--- src/rtl/shift_base3_encoder_pkg.sv ---
// Shared definitions for the base-3 shift-amount encoder: opcode encodings,
// FSM state type and the width of one base-3 digit.
package shift_pkg;

  // Width of a single base-3 digit (values 0..2 fit in two bits).
  localparam int DIGIT_W = 2;

  // Shift opcodes carried alongside the operand to the mux-array shifter.
  localparam logic [1:0] OP_SLL = 2'd0;
  localparam logic [1:0] OP_SRL = 2'd1;
  localparam logic [1:0] OP_SRA = 2'd2;
  localparam logic [1:0] OP_ROL = 2'd3;

  // Encoder FSM: waiting for a request, converting the amount, holding a result.
  typedef enum logic [1:0] {
    IDLE = 2'd0,
    CONV = 2'd1,
    HOLD = 2'd2
  } state_t;

endpackage

--- src/rtl/shift_base3_encoder_if.sv ---
// Request/result bundle between the upstream requester, the encoder and the
// base-3 shifter.
//
// Handshake rules (both sides): a transfer happens on a rising Clk edge where
// valid && ready are both high. The producer keeps valid and its payload
// stable until the transfer; the consumer may change ready freely. On the
// request side InReady is combinational from the encoder state and OutReady.
interface shift_base3_encoder_if
  import shift_pkg::*;
#(
  parameter int WIDTH = 16,
  parameter int AMT_W = 4
);

  logic               InValid;
  logic               InReady;
  logic [WIDTH-1:0]   InData;
  logic [AMT_W-1:0]   InAmt;
  logic [1:0]         InOp;

  logic               OutValid;
  logic               OutReady;
  logic [WIDTH-1:0]   OutData;
  logic [1:0]         OutOp;
  logic [DIGIT_W-1:0] Base3_0;
  logic [DIGIT_W-1:0] Base3_1;
  logic [DIGIT_W-1:0] Base3_2;

  // Environment view: drives requests and the downstream ready.
  modport master (
    output InValid, InData, InAmt, InOp, OutReady,
    input  InReady, OutValid, OutData, OutOp, Base3_0, Base3_1, Base3_2
  );

  // Encoder view.
  modport slave (
    input  InValid, InData, InAmt, InOp, OutReady,
    output InReady, OutValid, OutData, OutOp, Base3_0, Base3_1, Base3_2
  );

endinterface

--- src/rtl/shift_base3_encoder_div3_step.sv ---
// One divide-by-3 step: splits an unsigned value into quotient and remainder.
// Purely combinational; the encoder feeds its residue register through this
// once per conversion cycle.
module div3_step
  import shift_pkg::*;
#(
  parameter int AMT_W = 4
) (
  input  logic [AMT_W-1:0]   value,
  output logic [AMT_W-1:0]   quotient,
  output logic [DIGIT_W-1:0] remainder
);

  assign quotient  = value / AMT_W'(3);
  // A remainder mod 3 is always 0..2, so truncating to a digit loses nothing.
  assign remainder = DIGIT_W'(value % AMT_W'(3));

endmodule

--- src/rtl/shift_base3_encoder.sv ---
// Front-end for the 16-bit base-3 mux-array shifter. Accepts operand, binary
// shift amount and opcode, converts the amount into DIGITS base-3 digits
// (least significant first) with an iterative divide-by-3, and holds the
// result until the shifter's consumer takes it.
//
// Build option SHIFT_FASTPATH_EN: amounts below 3 are already a single
// base-3 digit, so they skip the conversion and go straight to HOLD.
//
// DIGITS must satisfy 3**DIGITS > 2**AMT_W - 1 so every amount is
// representable; the three digit ports expose digits 0..2.
module shift_base3_encoder
  import shift_pkg::*;
#(
  parameter int WIDTH  = 16,
  parameter int AMT_W  = 4,
  parameter int DIGITS = 3
) (
  input  logic                    Clk,
  input  logic                    Rst,
  shift_base3_encoder_if.slave    bus,
  output state_t                  dbg_state
);

  localparam int CNT_W = $clog2(DIGITS + 1);
  localparam logic [CNT_W-1:0] LAST_DIGIT = CNT_W'(DIGITS - 1);

  state_t               state;
  logic                 out_valid;
  logic [WIDTH-1:0]     out_data;
  logic [1:0]           out_op;
  logic [DIGIT_W-1:0]   digit [DIGITS];
  logic [AMT_W-1:0]     residue;
  logic [CNT_W-1:0]     cnt;

  logic                 in_ready;
  logic                 accept;
  logic [AMT_W-1:0]     div_q;
  logic [DIGIT_W-1:0]   div_r;

  // Single shared divider; the residue register walks it one digit per cycle.
  div3_step #(
    .AMT_W (AMT_W)
  ) u_div3_step (
    .value     (residue),
    .quotient  (div_q),
    .remainder (div_r)
  );

  // Ready to take a request when idle, or when the held result leaves this cycle.
  always_comb begin
    in_ready = 1'b0;
    case (state)
      IDLE:    in_ready = 1'b1;
      HOLD:    in_ready = bus.OutReady;
      default: in_ready = 1'b0;
    endcase
  end

  assign accept = bus.InValid && in_ready;

  // Encoder FSM: accept latches the request, CONV peels one digit per cycle,
  // HOLD keeps everything stable until the downstream accepts.
  always_ff @(posedge Clk) begin
    if (Rst) begin
      state     <= IDLE;
      out_valid <= 1'b0;
      out_data  <= '0;
      out_op    <= '0;
      residue   <= '0;
      cnt       <= '0;
      for (int i = 0; i < DIGITS; i++) begin
        digit[i] <= '0;
      end
    end else if (accept) begin
      // Covers both a fresh request from IDLE and a HOLD handoff.
      out_data <= bus.InData;
      out_op   <= bus.InOp;
      residue  <= bus.InAmt;
      cnt      <= '0;
`ifdef SHIFT_FASTPATH_EN
      if (bus.InAmt < AMT_W'(3)) begin
        digit[0] <= bus.InAmt[DIGIT_W-1:0];
        for (int i = 1; i < DIGITS; i++) begin
          digit[i] <= '0;
        end
        state     <= HOLD;
        out_valid <= 1'b1;
      end else begin
        state     <= CONV;
        out_valid <= 1'b0;
      end
`else
      state     <= CONV;
      out_valid <= 1'b0;
`endif
    end else begin
      case (state)
        CONV: begin
          digit[cnt] <= div_r;
          residue    <= div_q;
          cnt        <= cnt + CNT_W'(1);
          if (cnt == LAST_DIGIT) begin
            state     <= HOLD;
            out_valid <= 1'b1;
          end
        end
        HOLD: begin
          if (bus.OutReady) begin
            state     <= IDLE;
            out_valid <= 1'b0;
          end
        end
        IDLE: ;
        default: begin
          state     <= IDLE;
          out_valid <= 1'b0;
        end
      endcase
    end
  end

  assign bus.InReady  = in_ready;
  assign bus.OutValid = out_valid;
  assign bus.OutData  = out_data;
  assign bus.OutOp    = out_op;
  assign bus.Base3_0  = digit[0];
  assign bus.Base3_1  = digit[1];
  assign bus.Base3_2  = digit[2];
  assign dbg_state    = state;

endmodule

--- src/flat_wrapper.sv ---
// flat-port wrapper written by rule: the top's interface ports become plain ports
module shift_base3_encoder_flat import shift_pkg::*;
#(
  parameter int WIDTH  = 16,
  parameter int AMT_W  = 4,
  parameter int DIGITS = 3
)
  (Clk, Rst, dbg_state, bus_InValid, bus_InData, bus_InAmt, bus_InOp, bus_OutReady, bus_InReady, bus_OutValid, bus_OutData, bus_OutOp, bus_Base3_0, bus_Base3_1, bus_Base3_2);
  shift_base3_encoder_if #(.WIDTH(WIDTH), .AMT_W(AMT_W)) bus_i ();
  input  logic Clk;
  input  logic Rst;
  output state_t dbg_state;
  input wire logic [$bits(bus_i.InValid)-1:0] bus_InValid;
  input wire logic [$bits(bus_i.InData)-1:0] bus_InData;
  input wire logic [$bits(bus_i.InAmt)-1:0] bus_InAmt;
  input wire logic [$bits(bus_i.InOp)-1:0] bus_InOp;
  input wire logic [$bits(bus_i.OutReady)-1:0] bus_OutReady;
  output wire logic [$bits(bus_i.InReady)-1:0] bus_InReady;
  output wire logic [$bits(bus_i.OutValid)-1:0] bus_OutValid;
  output wire logic [$bits(bus_i.OutData)-1:0] bus_OutData;
  output wire logic [$bits(bus_i.OutOp)-1:0] bus_OutOp;
  output wire logic [$bits(bus_i.Base3_0)-1:0] bus_Base3_0;
  output wire logic [$bits(bus_i.Base3_1)-1:0] bus_Base3_1;
  output wire logic [$bits(bus_i.Base3_2)-1:0] bus_Base3_2;
  assign bus_i.InValid = bus_InValid;
  assign bus_i.InData = bus_InData;
  assign bus_i.InAmt = bus_InAmt;
  assign bus_i.InOp = bus_InOp;
  assign bus_i.OutReady = bus_OutReady;
  assign bus_InReady = bus_i.InReady;
  assign bus_OutValid = bus_i.OutValid;
  assign bus_OutData = bus_i.OutData;
  assign bus_OutOp = bus_i.OutOp;
  assign bus_Base3_0 = bus_i.Base3_0;
  assign bus_Base3_1 = bus_i.Base3_1;
  assign bus_Base3_2 = bus_i.Base3_2;
  shift_base3_encoder #(.WIDTH(WIDTH), .AMT_W(AMT_W), .DIGITS(DIGITS)) u_core (.Clk(Clk), .Rst(Rst), .bus(bus_i), .dbg_state(dbg_state));
endmodule
--- config.mk ---
export PLATFORM = sky130hd
export DESIGN_NAME = shift_base3_encoder_flat
export DESIGN_NICKNAME = d
export VERILOG_FILES = /design/src/rtl/shift_base3_encoder_pkg.sv /design/src/rtl/shift_base3_encoder_if.sv /design/src/rtl/shift_base3_encoder_div3_step.sv /design/src/rtl/shift_base3_encoder.sv /design/src/flat_wrapper.sv
export SDC_FILE = /design/constraint.sdc
export NUM_CORES = 1
export LEC_CHECK = 0
export CAP_MARGIN = 30
export CORE_UTILIZATION = 45
export CTS_BUF_LIST = sky130_fd_sc_hd__clkbuf_16
export CTS_CLUSTER_SIZE = 10
export DETAILED_ROUTE_END_ITERATION = 12
export PLACE_DENSITY = 0.82
export SYNTH_ARGS = -nofsm -noshare
export SYNTH_HDL_FRONTEND = slang
export SYNTH_SLANG_ARGS = --single-unit
--- constraint.sdc ---
create_clock -name Clk -period 4.8 [get_ports Clk]
set_input_delay 0.48 -clock Clk [delete_from_list [all_inputs] [get_ports Clk]]
set_output_delay 0.48 -clock Clk [all_outputs]
set_load 0.02 [all_outputs]
==> impl_metrics.toml, run 1 <==
[status]
outcome = "finished, final reports clean"

[timing]
rsz0062_at_grt = "no"
max_freq_mhz = 369
layout_setup_ws_ps = 2090
hold_viol_final = 0
slew_viol_final = 0
period_share_pct = 56.4
fin_skew_ps = 4.59
tightest_slew_ps = 817
tns_ps = 0
fin_crit_ps = 2710
finalSetupViolations = 0
slew-limit-headroom_pct = 45.5

[clocking]
cts.sinks = 32
cts-resized-gates = 0
clock_latency_ps = 270
htree_levels = 2
cts_tree = "built"
cts_setup_buffers = 0
cts-root-buf = "clkbuf_16"
cts_hold_buf = 0
cts_buffers = 5
clkTransAtPathRegs_ps = 50
clock_path_buffers = 2

[global_routing]
gr-total-overflow = 0
antenna_found_initial = 0
grt_pass1_vias = 1313
grt_use_total_pct = 22.5
grt_pass1_wl_mm = 5.75
grt_max_degree = 25

[synth]
yosysWarnings = 0
synth_top_area_share_pct = 36.3
synth_top_flop_cell = "dfxtp_1"
synth.net_count = 195
async_flop_share_pct = 0
synth_edf_count = 6
ys_seq_area_share_pct = 48.9
syn_area_per_cell_um2 = 8.80
synthDistinctLibCells = 33
netlist_instances = 163
ys_ff_latch = 32
synth_area_leader_cell = "dfxtp_1"
synth.area.top_cells = "dfxtp_1 (36%), edfxtp_1 (13%), nand2_1 (11%)"
synthesis.area_um2 = 1430

[placement]
dpl_cell_area_um2 = 1990
dp_hpwl_mm = 2.51
numPortBuffers = 53
place_congestion = 0.727
pre_cts_ws_ps = 2120

[power]
switching_share_pct = 25.7
ir_worst_vdd_uv = 307
p_leak_nw = 0.782
power.share.sequential_pct = 41.2
clock_power_share_pct = 40.1
powerDensity_nw_per_um2 = 345
internal_power_uw = 546
netSwitchingPower_uw = 189
comb_power_share_pct = 18.7

[route]
wl_per_cell_um = 13.3
drc_errors = 0
drt-total-wl_mm = 3.44
via_per_inst = 5.13
via_count = 1324
drt_first_pass_iters = 4
drtAntennaViolNets = 0
drt_iter0_markers = 47

[cells_and_area]
nNetsFinal = 246
layout_common_cells = "clkdlybuf4s50_1 (53), nand2_1 (42), a21oi_1 (26), dfxtp_1 (26)"
mostFrequentLayoutCell = "clkdlybuf4s50_1"
layout-drive-gt1-share_pct = 6.54
fill_cells = 234
synthToLayoutAreaGrowth_pct = 48.4
fin_util_pct = 70.3
final_area_um2 = 2130
diodes = 0

[hold_path]
min_path_type = "reg2reg"

[floorplan]
die_x_um = 58.5
initial_core_util_pct = 47.4
ios = 54
dieArea_um2 = 3420
core-area_um2 = 3030
row_count = 20
die_h_um = 58.5

[critical_path]
required_ps = 4800
critPathLaunchType = "flip-flop"
endpoint_kind = "flip-flop"
cp_max_fo = 6
worst_ep_arrival_time_ps = 2710
ff2ff_setup_slack_ps = 2090
critPathKind = "reg2reg"

[run]
maxCapViolCount = 0
[critical path, cell delays in order, from the launching register on]
cell and delay [ps]:
dfxtp_1 410, and2b_2 260, ha_1 180, inv_1 60, ha_1 250, nand2_1 70
o21ai_0 250, ha_1 280, and4bb_4 240, nor3_1 340, nor3_1 100
[power by group through the flow]
stage	sequential, mW	combinational [mW]	clock, mW
2_1_floorplan	0.323	0.0594	0
3_3_place_gp	0.306	0.131	0
3_5_place_dp	0.308	0.136	0
4_1_cts	0.303	0.138	0.300
5_1_grt	0.305	0.149	0.314
6_report	0.303	0.137	0.295
[final cells by class]
type / instances / area [um2] / share of cell area, %
inverter: 5 / 18.8 / 0.882
clock inverter: 2 / 12.5 / 0.588
timing repair buffer: 54 / 546 / 25.6
tap: 44 / 55.1 / 2.59
clock buffer: 5 / 125 / 5.88
sequential: 32 / 701 / 32.9
multi-input combinational: 116 / 671 / 31.5
[cell usage after synthesis (all sizes together) (2+ instances only)]
cell and instances:
nand2 42, edfxtp 6, nor2 6, inv 5, nor2b 2, nor3 6
nand3 2, o21ai 3, a21oi 26, clkbuf 6, dfxtp 26, a21o 3
buf 4, ha 6, a22oi 2, nand2b 4
[cell families after synthesis]
logic type | after synthesis | synth area share, %
buffers and inverters | 15 | 4.36
adders and majority gates | 6 | 5.24
and+or+nand+nor | 70 | 23.9
xor gates and xnor gates | 1 | 0.611
AOI/OAI and AO/OA | 39 | 17.0
DFF | 32 | 48.9
[per-layer routing]
metal / global-route usage, % / vias to the layer above / wire, um
met3: 7.69 / 6 / 232
li1: - / 651 / -
met4: 9.86 / 0 / 42
met1: 24.2 / 617 / 1350
met2: 39.9 / 50 / 1820
met5: 0 / - / 0
[metrics by stage]
step / total power [mW] / instances / hold WS [ps]
floorplan: 0.382 / 163 / 491
global placement: 0.437 / 250 / 442
detailed placement: 0.445 / 251 / 451
CTS: 0.741 / 258 / 458
global route: 0.767 / 258 / 481
finish: 0.735 / 258 / 457
[path summary, 6_finish.rpt]
check,from,end,cells past startpoint
max,u_core.residue[3],u_core.digit[0][1],10
min,u_core.bus.OutData[3],u_core.bus.OutData[3],2
max reg2reg,u_core.residue[3],u_core.digit[0][1],10
min reg2reg,u_core.bus.OutData[3],u_core.bus.OutData[3],2
[registers in the layout, indices dropped and copies added, names as in the netlist]
register	count
u_core.residue	4
u_core.bus.OutData	16
u_core.dbg_state	1
u_core.digit	6
u_core.bus.OutOp	2
u_core.bus.OutValid	1
u_core.cnt	2
(Power assumes the default switching activity.)
==> inputs of run 2 (changes only) <==
CORE_UTILIZATION = 43   (was 45)
PLACE_DENSITY = 0.79   (was 0.82)
clock period = 2.65 ns   (was 4.8 ns; I/O delays follow)
==> impl_metrics.toml, run 2 (synthesis gave the netlist of run 1 again) <==
[cells_and_area]
nNetsFinal = 248
fill_cells = 263
layout_common_cells = "clkdlybuf4s50_1 (53), nand2_1 (42), a21oi_1 (26)"
diodes = 0
fin_util_pct = 69.9
mostFrequentLayoutCell = "clkdlybuf4s50_1"
largest_reg_flops = 16
instances_no_fill = 261
layout-drive-gt1-share_pct = 8.76
synthToLayoutAreaGrowth_pct = 51.2
final_area_um2 = 2170

[timing]
fin_crit_ps = 2550
finalSetupViolations = 0
period_share_pct = 96.2
slew-limit-headroom_pct = 55.2
hold_viol_final = 0
slew_viol_final = 0
max_freq_mhz = 392
tns_ps = 0
fin_skew_ps = 3.43
tightest_slew_ps = 670
holdWs_ps = 453

[global_routing]
grt_use_total_pct = 20.5
grt_max_degree = 20
grt_pass1_vias = 1205
antenna_found_initial = 0
gr-total-overflow = 0
grt_pass1_wl_mm = 5.16

[clocking]
clock_latency_ps = 280
cts-root-buf = "clkbuf_16"
cts_buffers = 5
cts_tree = "built"
cts.sinks = 32
clkTransAtPathRegs_ps = 50
clock_path_buffers = 2
htree_levels = 2

[power]
p_leak_nw = 0.806
power.share.sequential_pct = 38.3
clock_power_share_pct = 44.1
powerDensity_nw_per_um2 = 659
switching_share_pct = 23.8
ir_worst_vdd_uv = 424
internal_power_mw = 1.09
netSwitchingPower_uw = 340
comb_power_share_pct = 17.6

[hold_path]
min_to = "u_core.bus.OutData[1]"
min_path_type = "reg2reg"
hold_path_depth = 2
hp-start = "u_core.bus.OutData[1]"

[critical_path]
critPathLaunchType = "flip-flop"
rr_worst_depth = 10
endpoint_kind = "flip-flop"
ff2ff_setup_slack_ps = 100
cp_max_fo = 6
critPathKind = "reg2reg"
r2r_start = "u_core.residue[3]"
reg2reg_to = "u_core.digit[0][0]"
worst_ep_arrival_time_ps = 2680
required_ps = 2770

[route]
via_count = 1322
drt-total-wl_mm = 3.30
top_layer_used = "met4"
drt_first_pass_iters = 4
wl_met3_um = 196
drc_errors = 0
drtAntennaViolNets = 0
wl_per_cell_um = 12.6
drt_iter0_markers = 38
wl_met2_mm = 1.70
via_per_inst = 5.07
wl_met1_mm = 1.34

[placement]
numPortBuffers = 53
post-place-cells = 253
dp_hpwl_mm = 2.42
dpl_cell_area_um2 = 2000
place_congestion = 0.872

[floorplan]
dieArea_um2 = 3570
die_x_um = 59.7
initial_core_util_pct = 46.2
row_count = 20
die_h_um = 59.7
ios = 54
core-area_um2 = 3100

[status]
outcome = "finished, final reports clean"

[run]
maxCapViolCount = 0
## run 2: worst max-delay path by stage
stage	start	cells after the start	slack, ps	to
final	u_core.residue[3]	10	100	u_core.digit[0][0]
after CTS	u_core.residue[2]	10	50	u_core.digit[0][0]
after detailed placement	u_core.residue[2]	10	60	u_core.digit[0][0]
after floorplan	u_core.residue[2]	10	290	u_core.digit[0][0]
after global placement	u_core.residue[2]	10	220	u_core.digit[0][0]
after global routing	u_core.residue[3]	10	-40	u_core.digit[0][0]
## run 2: through the flow
step | total power, mW | setup WS, ps
finish | 1.43 | 99.8
global placement | 0.797 | 217
detailed placement | 0.805 | 56.0
floorplan | 0.692 | 294
global route | 1.48 | -37.6
CTS | 1.44 | 45.6
## run 2: critical path, stage by stage (launching register included)
cell and delay [ps]:
dfxtp_1 410, and2b_2 250, ha_1 180, inv_1 60, ha_2 230, nand2_1 70, o21ai_1 190, ha_2 250
and4bb_4 220, or3_1 360, a21oi_1 170
## run 2: metal layers
metal / vias up / global-route usage (%)
met1: 622 / 22.2
met5: - / 0
li1: 656 / -
met3: 8 / 7.58
met2: 36 / 33.0
met4: 0 / 14.0
## run 2: final cells by class
type	count	area (um2)	share of cell area, %
timing repair buffer	56	553	25.5
clock inverter	3	38.8	1.79
multi-input combinational	116	676	31.2
inverter	5	18.8	0.866
tap	44	55.1	2.54
clock buffer	5	125	5.77
sequential	32	702	32.4
## run 2: repair_timing
item / in CTS / in global routing
setup buffers: 0 / 0
endpoints found under the setup margin: 0 / 6
gates resized for setup: 0 / 4
hold buffers: 0 / 0
## run 2: power by group through the flow
stage | clock network, mW | logic [mW] | registers [mW]
floorplan | 0 | 0.108 | 0.585
global placement | 0 | 0.242 | 0.555
detailed placement | 0 | 0.249 | 0.556
CTS | 0.637 | 0.251 | 0.547
global route | 0.662 | 0.272 | 0.551
finish | 0.630 | 0.252 | 0.548
